### config.mk
export PLATFORM = sky130hd
export DESIGN_NAME = k_frame_reader
export DESIGN_NICKNAME = d
export VERILOG_FILES = /design/src/rtl/k_frame_reader.sv
export SDC_FILE = /design/constraint.sdc
export NUM_CORES = 1
export LEC_CHECK = 0
export CORE_MARGIN = 1.5
export CORE_UTILIZATION = 63
export CTS_CLUSTER_SIZE = 12
export DETAILED_ROUTE_END_ITERATION = 10
export DONT_BUFFER_PORTS = 1
export PLACE_DENSITY = 0.79
export SLEW_MARGIN = 20
export SYNTH_ARGS = -nofsm -noshare
export SYNTH_HDL_FRONTEND = slang
export SYNTH_SLANG_ARGS = --single-unit
### constraint.sdc
create_clock -name clk -period 4.63 [get_ports clk]
set_input_delay 0.926 -clock clk [delete_from_list [all_inputs] [get_ports clk]]
set_output_delay 0.926 -clock clk [all_outputs]
set_load 0.02 [all_outputs]
### src/rtl/k_frame_reader.sv
// ---------------------------------------------------------------------------
// k_frame_reader
//
// Reads one frame from a line-banked pixel memory in raster order. The
// memory answers one cycle after each read. Pixels go out on a
// valid/ready stream. Start/end of line and frame markers travel with
// each pixel. A 3-entry output buffer absorbs stalls on the stream side.
// Reads are only issued while the buffered and in-flight words together
// total fewer than 3, so no returning word can ever be dropped.
//
// Optional feature (macro K_FRAME_READER_CONT_EN):
//   Adds input 'cont'. If cont is high when the last read of a frame
//   issues, the scan wraps to (0,0) with no gap. done then pulses once per
//   frame, one cycle after that frame's final pixel is transferred.
//   Without the macro the 'cont' port does not exist and each start runs
//   exactly one frame.
//
// Ports:
//   clk, rst_n          single clock, asynchronous active-low reset
//   start               frame request, sampled only while idle
//   rd_en/rd_addr/rd_bank  memory read request (column, line)
//   rd_data             read data, valid the cycle after rd_en
//   pix_data/pix_valid/pix_ready  output pixel stream
//   pix_sol/eol/sof/eof markers, qualified by pix_valid
//   busy                high while a frame is in progress
//   done                single-cycle end-of-frame pulse
//   cont                (K_FRAME_READER_CONT_EN only) continuous mode
// ---------------------------------------------------------------------------
module k_frame_reader #(
   parameter int LINE_W    = 320,
   parameter int NUM_LINES = 240,
   parameter int DATA_W    = 32
) (
   input  logic              clk,
   input  logic              rst_n,
   input  logic              start,
`ifdef K_FRAME_READER_CONT_EN
   input  logic              cont,
`endif
   output logic              rd_en,
   output logic [8:0]        rd_addr,
   output logic [7:0]        rd_bank,
   input  logic [DATA_W-1:0] rd_data,
   output logic [DATA_W-1:0] pix_data,
   output logic              pix_valid,
   input  logic              pix_ready,
   output logic              pix_sol,
   output logic              pix_eol,
   output logic              pix_sof,
   output logic              pix_eof,
   output logic              busy,
   output logic              done
);

   typedef enum logic [1:0] {S_IDLE, S_READ, S_DRAIN} state_t;

   localparam logic [8:0] LAST_COL = 9'(LINE_W - 1);
   localparam logic [7:0] LAST_ROW = 8'(NUM_LINES - 1);
   localparam int         ENT_W    = DATA_W + 4;

   state_t            r_state;
   state_t            w_nextState;

   logic [8:0]        r_addr;
   logic [7:0]        r_bank;
   logic              r_inFlight;
   logic [3:0]        r_pendMark;
   logic [ENT_W-1:0]  r_buf [3];
   logic [1:0]        r_wrPtr;
   logic [1:0]        r_rdPtr;
   logic [1:0]        r_count;

   logic              w_cont;
   logic              w_lastRead;
   logic              w_pop;
   logic              w_drainDone;
   logic [ENT_W-1:0]  w_head;
   logic [3:0]        w_issueMark;

`ifdef K_FRAME_READER_CONT_EN
   logic              r_eofDone;
   assign w_cont = cont;
`else
   assign w_cont = 1'b0;
`endif

   assign w_head      = r_buf[r_rdPtr];
   assign w_pop       = pix_valid && pix_ready;
   assign w_lastRead  = rd_en && (r_addr == LAST_COL) && (r_bank == LAST_ROW);
   assign w_drainDone = (r_count == 2'd0) && !r_inFlight;

   // Markers are decided from the address at issue time, packed as
   // {sof, eof, sol, eol}, and stored alongside the returning word.
   assign w_issueMark = {(r_addr == 9'd0) && (r_bank == 8'd0),
                         (r_addr == LAST_COL) && (r_bank == LAST_ROW),
                         (r_addr == 9'd0),
                         (r_addr == LAST_COL)};

   // State register
   always_ff @(posedge clk or negedge rst_n) begin
      if (!rst_n) begin
         r_state <= S_IDLE;
      end else begin
         r_state <= w_nextState;
      end
   end

   // Next-state logic; continuous mode simply stays in READ across frames
   always_comb begin
      w_nextState = r_state;
      case (r_state)
         S_IDLE:  if (start) w_nextState = S_READ;
         S_READ:  if (w_lastRead && !w_cont) w_nextState = S_DRAIN;
         S_DRAIN: if (w_drainDone) w_nextState = S_IDLE;
         default: w_nextState = S_IDLE;
      endcase
   end

   // Output logic. Stream outputs are gated by pix_valid so that an empty
   // buffer always presents zeros, whatever stale words it still holds.
   always_comb begin
      rd_en     = (r_state == S_READ) &&
                  (({1'b0, r_count} + {2'b00, r_inFlight}) < 3'd3);
      busy      = (r_state != S_IDLE);
      pix_valid = (r_count != 2'd0);
      pix_data  = pix_valid ? w_head[DATA_W-1:0] : '0;
      pix_sof   = pix_valid && w_head[DATA_W+3];
      pix_eof   = pix_valid && w_head[DATA_W+2];
      pix_sol   = pix_valid && w_head[DATA_W+1];
      pix_eol   = pix_valid && w_head[DATA_W];
`ifdef K_FRAME_READER_CONT_EN
      done      = r_eofDone;
`else
      done      = (r_state == S_DRAIN) && w_drainDone;
`endif
   end

   assign rd_addr = r_addr;
   assign rd_bank = r_bank;

   // Raster address counter: restarts at (0,0) when a frame is accepted and
   // wraps back to (0,0) after the last read so continuous mode has no gap.
   always_ff @(posedge clk or negedge rst_n) begin
      if (!rst_n) begin
         r_addr <= 9'd0;
         r_bank <= 8'd0;
      end else if ((r_state == S_IDLE) && start) begin
         r_addr <= 9'd0;
         r_bank <= 8'd0;
      end else if (rd_en) begin
         if (r_addr == LAST_COL) begin
            r_addr <= 9'd0;
            r_bank <= (r_bank == LAST_ROW) ? 8'd0 : r_bank + 8'd1;
         end else begin
            r_addr <= r_addr + 9'd1;
         end
      end
   end

   // One-deep read pipeline matching the memory latency. Clearing it on
   // reset is what discards a word that returns after reset is released.
   always_ff @(posedge clk or negedge rst_n) begin
      if (!rst_n) begin
         r_inFlight <= 1'b0;
         r_pendMark <= 4'd0;
      end else begin
         r_inFlight <= rd_en;
         if (rd_en) begin
            r_pendMark <= w_issueMark;
         end
      end
   end

   // Buffer storage; contents need no reset because they are only visible
   // through the occupancy-gated outputs.
   always_ff @(posedge clk) begin
      if (r_inFlight) begin
         r_buf[r_wrPtr] <= {r_pendMark, rd_data};
      end
   end

   // Buffer pointers and occupancy (modulo-3 ring)
   always_ff @(posedge clk or negedge rst_n) begin
      if (!rst_n) begin
         r_wrPtr <= 2'd0;
         r_rdPtr <= 2'd0;
         r_count <= 2'd0;
      end else begin
         if (r_inFlight) begin
            r_wrPtr <= (r_wrPtr == 2'd2) ? 2'd0 : r_wrPtr + 2'd1;
         end
         if (w_pop) begin
            r_rdPtr <= (r_rdPtr == 2'd2) ? 2'd0 : r_rdPtr + 2'd1;
         end
         case ({r_inFlight, w_pop})
            2'b10:   r_count <= r_count + 2'd1;
            2'b01:   r_count <= r_count - 2'd1;
            default: r_count <= r_count;
         endcase
      end
   end

`ifdef K_FRAME_READER_CONT_EN
   // Per-frame completion: flag the cycle after an end-of-frame pixel leaves
   always_ff @(posedge clk or negedge rst_n) begin
      if (!rst_n) begin
         r_eofDone <= 1'b0;
      end else begin
         r_eofDone <= w_pop && w_head[DATA_W+2];
      end
   end
`endif

endmodule

==> results of run 1 <==
[through the flow]
stage                     setup slack (ns)  power (uW)  utilization, %  hold WS, ns
after global routing                  1.19        5140            73.3       0.0797
after CTS                             1.25        4880            73.1       0.0878
after global placement                1.84        3550            66.7        0.473
after detailed placement              1.80        3610            66.7        0.491
final                                 1.29        4850            73.3        0.105
after floorplan                      0.934        3310               -        0.459
[cell families (layout without fill, tap and decap cells)]
kind of cell,count (synthesis),after routing,synth area share (%)
compound gates,79,79,7.82
simple gates,153,153,12.7
xor+xnor,3,3,0.452
mux,37,37,6.38
flops,138,138,68.7
fa+ha+maj,7,7,1.51
buf+inv,35,49,2.41
[registers in the layout, indices dropped and copies added (netlist names)]
signal / flops
r_buf: 108
r_count: 2
r_inFlight: 1
r_pendMark: 4
r_rdPtr: 2
r_state: 2
r_wrPtr: 2
rd_addr: 9
rd_bank: 8
[worst paths after layout]
path	startpoint	end	slack, ns	depth (start not counted)
worst max-delay path	r_count[0]$_DFFE_PN0P_	rd_en	1.29	5
worst min-delay path	rst_n	rd_bank[1]$_DFFE_PN0P_	0.11	0
worst max register to register	r_count[0]$_DFFE_PN0P_	r_count[1]$_DFFE_PN0P_	2.08	8
worst min register to register	r_pendMark[2]$_DFFE_PN0P_	r_buf[0][34]$_DFFE_PP_	0.50	0
max in group asynchronous	rst_n	r_rdPtr[0]$_DFFE_PN0P_	4.42	0
min in group clk	r_pendMark[2]$_DFFE_PN0P_	r_buf[0][34]$_DFFE_PP_	0.50	0
[synth_stat cells, types with 3 or more instances]
library cell,number
a21o_1,5
a21oi_1,46
buf_1,3
buf_2,7
clkbuf_1,12
dfrtp_1,30
edfxtp_1,108
ha_1,7
inv_1,12
mux2i_1,37
nand2_1,17
nand2b_1,4
nand3_1,9
nand4_1,5
nand4b_1,4
nor2_1,81
nor3_1,8
o21ai_0,11
o31ai_1,6
or3_1,3
or4_1,7
[power groups by stage]
stage / Clock, uW / Combinational, uW / Sequential [uW]
after floorplan: 0 / 1350 / 1960
after global placement: 0 / 1460 / 2090
after detailed placement: 0 / 1500 / 2120
after CTS: 1280 / 1510 / 2090
after global routing: 1330 / 1660 / 2140
final: 1260 / 1500 / 2090
[area by class of cell]
type	count	area (um^2)
clock buffer	17	414
clock inverter	15	150
fill	580	2360
inverter	13	48.8
multi-input combinational	279	1700
sequential	138	4000
tap	108	135
timing repair buffer	4	42.5
[worst max-delay path, stage by stage (launching register included)]
cell and delay [ns]:
dfrtp_1 0.46, ha_1 0.23, ha_1 0.27, and2_0 0.17, or3_4 0.49, clkinv_1 0.29
[metal layers]
layer / routed length [um] / share of wire [%] / global-route usage, %
met2: 5200 / 49 / 37.4
met1: 4530 / 43 / 31.0
met3: 817 / 7.7 / 7.23
met4: 81 / 0.76 / 7.69
met5: 0 / 0 / 0
==> out/qor.txt, run 1 <==
YS warnings: 0
syn_nets: 495
IO Port Bufs: 0
Post-synth top flop: edfxtp_1
Critical Path AT: 2.41 ns
layout cell share with drive strength beyond 1: 10.1%
Power Density: 748 mW/mm^2
FMAX: 300 MHz
Worst EP required: 3.70 ns
Reg power frac: 43.1%
post-route clock period utilization: 72.0%
n_diodes: 0
Worst slew margin: 38.4%
kind of critical path: reg2out
setup_tns: 0 ns
vias per cell: 6.23
DRC Markers: 0
final setup violation count: 0
# nets final: 496
Max clock buf depth: 2
Slew @ Worst Pin: 0.920 ns
non-filler cells, final: 574
HPWL after DPL: 6390 um
num ports: 93
most frequent cells in the layout: 108 x edfxtp_1, 79 x nor2_1, 46 x a21oi_1, 37 x mux2i_1, 28 x dfrtp_1
Max Cap Violations: 0
Die W: 99.0 um
GRT Overall Usage: 23.4%
Int Power: 2950 uW
initial DRC count: 222
Syn-to-layout area delta: 11.7%
core area: 0.00885 mm^2
via count: 3576
CTS Sinks: 138
Pre-Repair DR Iteration Count: 5
combinational share of power: 30.9%
clock transition at the registers of the reported paths: 0.06 ns
clock network power share: 26.0%
status: complete, no violations
initial antenna violation count: 0
wirelength, routed: 10600 um
postcts setup bufs: 0
RSZ-0062 raised after global routing: false
Post-synth EDFFs: 108
largest area contributor in the netlist: edfxtp_1
post-synthesis instance area: 0.00581 mm^2
Yosys cell types: 44
FF+latch count, synth: 138
worst-skew pair later-pin latency: 0.51 ns
Critical Path Sink Type: output port
post_cts resized: 0
Cell Area, Placed: 0.00590 mm^2
commonest non-fill, non-tap cell in the layout: edfxtp_1
CP Launch Type: register
height of the die: 99.0 um
GPL Wtd Cong: 0.830
Clock Skew: 0.00976 ns
min Tclk post-route: 3.34 ns
vias in the first global route: 3508
Crit Path Max Fanout: 22
CTS tree: done
LEAKAGE: 0.00241 uW
max-slew violation count: 0
largest net degree at the start of global routing: 49
Die Area: 0.00981 mm^2
CTS buffer count: 17
Initial Util: 65.7%
share of the synthesized area in the top cell type: 55.8%
Root Driver: clkbuf_8
net switching power figure: 1910 uW
first-pass GRT wire length: 17500 um
Post-DRT Antenna Nets: 0
sequential-to-total area share from yosys stat: 68.7%
Syn Area/Cell: 12.9 um^2
H-tree depth: 4
GR Overflow Total: 0
floorplan row count: 34
Cells after DPL: 541
Sw Share: 39.3%
Final Hold Viols: 0
DR WL/cell: 18.5 um
Finished Cell Area: 0.00649 mm^2
gate count of the mapped netlist: 452
Hold Crit Class: in2async
IR drop worst, VDD: 0.373 mV
Post-CTS Hold Buffers: 0
asr flop ratio synth: 21.7%
ranking of synthesized cells by area: edfxtp_1 56%, dfrtp_1 13%, mux2i_1 6.4%
Power figures use the tool's default switching activity.
==> run 2, diff against run 1 <==
--- a/config.mk
+++ b/config.mk
@@ -6,11 +6,11 @@
 export NUM_CORES = 1
 export LEC_CHECK = 0
 export CORE_MARGIN = 1.5
-export CORE_UTILIZATION = 63
+export CORE_UTILIZATION = 57
 export CTS_CLUSTER_SIZE = 12
 export DETAILED_ROUTE_END_ITERATION = 10
 export DONT_BUFFER_PORTS = 1
-export PLACE_DENSITY = 0.79
+export PLACE_DENSITY = 0.75
 export SLEW_MARGIN = 20
 export SYNTH_ARGS = -nofsm -noshare
 export SYNTH_HDL_FRONTEND = slang
==> constraint.sdc (replaced) <==
create_clock -name clk -period 2.9 [get_ports clk]
set_input_delay 0.58 -clock clk [delete_from_list [all_inputs] [get_ports clk]]
set_output_delay 0.58 -clock clk [all_outputs]
set_load 0.02 [all_outputs]
==> out/qor.txt, run 2 (synthesis gave the netlist of run 1 again) <==
status: complete, no violations
Root Driver: clkbuf_8
wirelength, routed: 11200 um
CP Launch Type: register
commonest non-fill, non-tap cell in the layout: edfxtp_1
Pre-Repair DR Iteration Count: 4
met2 WL: 5840 um
first-pass GRT wire length: 18600 um
num ports: 93
Power Density: 1220 mW/mm^2
Worst EP required: 2.32 ns
critical path buffer and inverter count: 1
# nets final: 504
Initial Util: 59.2%
Max clock buf depth: 2
DR WL/cell: 18.4 um
n_diodes: 0
R2R setup slack: 0.49 ns
Critical Path Slowest Stage Cell: dfrtp_1
floorplan row count: 36
Critical Path Sink Type: output port
CP cell instances: ha_1, ha_1, and2_0, or3_4, clkinv_4
via count: 3546
Post-DRT Antenna Nets: 0
Top reg by flops: r_buf
end of the worst hold path: r_buf[2][28]$_DFFE_PP_
# fillers: 717
Hold Path Depth: 0
clock transition at the registers of the reported paths: 0.06 ns
GR Overflow Total: 0
height of the die: 104 um
Die Area: 0.0108 mm^2
Crit Path Max Fanout: 10
post-route clock period utilization: 95.1%
worst r2r path cells: 7
min Tclk post-route: 2.76 ns
final setup violation count: 0
Worst slew margin: 48.1%
largest net degree at the start of global routing: 44
area occupied by multi-input gates: 0.00172 mm^2
Reg area: 0.00400 mm^2
max layer used: met4
GPL Wtd Cong: 0.820
cell mode on critical path: ha_1
max FFs per register: 108
most frequent cells in the layout: 108 x edfxtp_1, 79 x nor2_1, 46 x a21oi_1, 37 x mux2i_1, 28 x dfrtp_1
Hold Crit Class: in2reg
IO Port Bufs: 0
vias in the first global route: 3618
CTS Sinks: 138
RSZ-0062 raised after global routing: false
initial DRC count: 206
layout cell share with drive strength beyond 1: 11.4%
GRT Overall Usage: 22.2%
max-slew violation count: 0
worst-skew pair later-pin latency: 0.51 ns
kind of critical path: reg2out
Die W: 104 um
max incr delay on CP: 0.46 ns
CTS buffer count: 17
H-tree depth: 4
Final Hold Viols: 0
vias per cell: 5.84
hold path start: rd_data[28]
Max Cap Violations: 0
FMAX: 363 MHz
Critical Path AT: 2.18 ns
HPWL after DPL: 6770 um
reg2reg start: r_count[0]$_DFFE_PN0P_
met3 WL: 723 um
LEAKAGE: 0.00250 uW
Syn-to-layout area delta: 15.4%
wl on met1: 4580 um
initial antenna violation count: 0
final hold slack: 0.165 ns
DRC Markers: 0
core area: 0.00982 mm^2
Clock Skew: 0.0103 ns
IR drop worst, VDD: 0.757 mV
CP top delay family: simple AND/OR/NAND/NOR gates
FF-to-FF End: rd_bank[2]$_DFFE_PN0P_
setup_tns: 0 ns
Slew @ Worst Pin: 0.779 ns
CTS tree: done
-- run 2: worst max-delay path by stage --
| stage | start | endpoint | slack (ns) | cells past startpoint |
|---|---|---|---|---|
| floorplan | r_wrPtr[1]$_DFFE_PN0P_ | r_buf[2][0]$_DFFE_PP_ | 0.49 | 2 |
| global placement | r_count[0]$_DFFE_PN0P_ | rd_en | 0.49 | 5 |
| detailed placement | r_count[0]$_DFFE_PN0P_ | rd_en | 0.45 | 5 |
| CTS | r_count[0]$_DFFE_PN0P_ | rd_en | 0.00008 | 5 |
| global route | r_count[0]$_DFFE_PN0P_ | rd_en | 0.04 | 5 |
| finish | r_count[0]$_DFFE_PN0P_ | rd_en | 0.14 | 5 |
-- run 2: repair_timing --
item                       in CTS  in global routing
gates resized for setup         2                  0
hold endpoints to repair       30                  0
setup endpoints to repair       1                  1
buffers inserted                0                  2
hold buffers                    2                  0
gates cloned                    0                  1
pin swaps                       0                  1
-- run 2: area by class of cell --
| type | instances | area share (%) |
|---|---|---|
| Clock inverter | 14 | 2.85 |
| Clock buffer | 18 | 6.23 |
| Inverter | 13 | 0.802 |
| Tap cell | 133 | 2.48 |
| Sequential cell | 138 | 59.6 |
| Timing Repair Buffer | 11 | 2.39 |
| Multi-Input combinational cell | 280 | 25.7 |
-- run 2: metrics by stage --
stage	instance area (um^2)	std cells	util [%]	total power [uW]	setup WS, ns
after detailed placement	6040	570	61.5	5960	0.446
final	6710	607	68.3	8200	0.142
after floorplan	5820	452	-	5270	0.489
after global routing	6710	607	68.3	8680	0.0353
after global placement	6040	570	61.5	5850	0.491
after CTS	6680	604	68.1	8200	0.0000799
-- run 2: layer usage --
metal / GRT usage [%] / vias up
met1: 27.9 / 1738
li1: - / 1691
met2: 36.8 / 115
met4: 5.85 / 0
met5: 0 / -
met3: 7.77 / 2
-- run 2: power breakdown --
| part | switching [uW] | internal, uW | total, uW |
|---|---|---|---|
| Combinational | 1910 | 846 | 2750 |
| Clock | 799 | 1400 | 2200 |
| Sequential | 448 | 2800 | 3250 |
| Total | 3150 | 5050 | 8200 |
==> run 3, diff against run 2 <==
--- a/config.mk
+++ b/config.mk
@@ -10,6 +10,7 @@
 export CTS_CLUSTER_SIZE = 12
 export DETAILED_ROUTE_END_ITERATION = 10
 export DONT_BUFFER_PORTS = 1
+export GPL_ROUTABILITY_DRIVEN = 0
 export PLACE_DENSITY = 0.75
 export SLEW_MARGIN = 20
 export SYNTH_ARGS = -nofsm -noshare
==> results of run 3 <==
The final DEF is identical to that of run 2; final timing and power are the same.
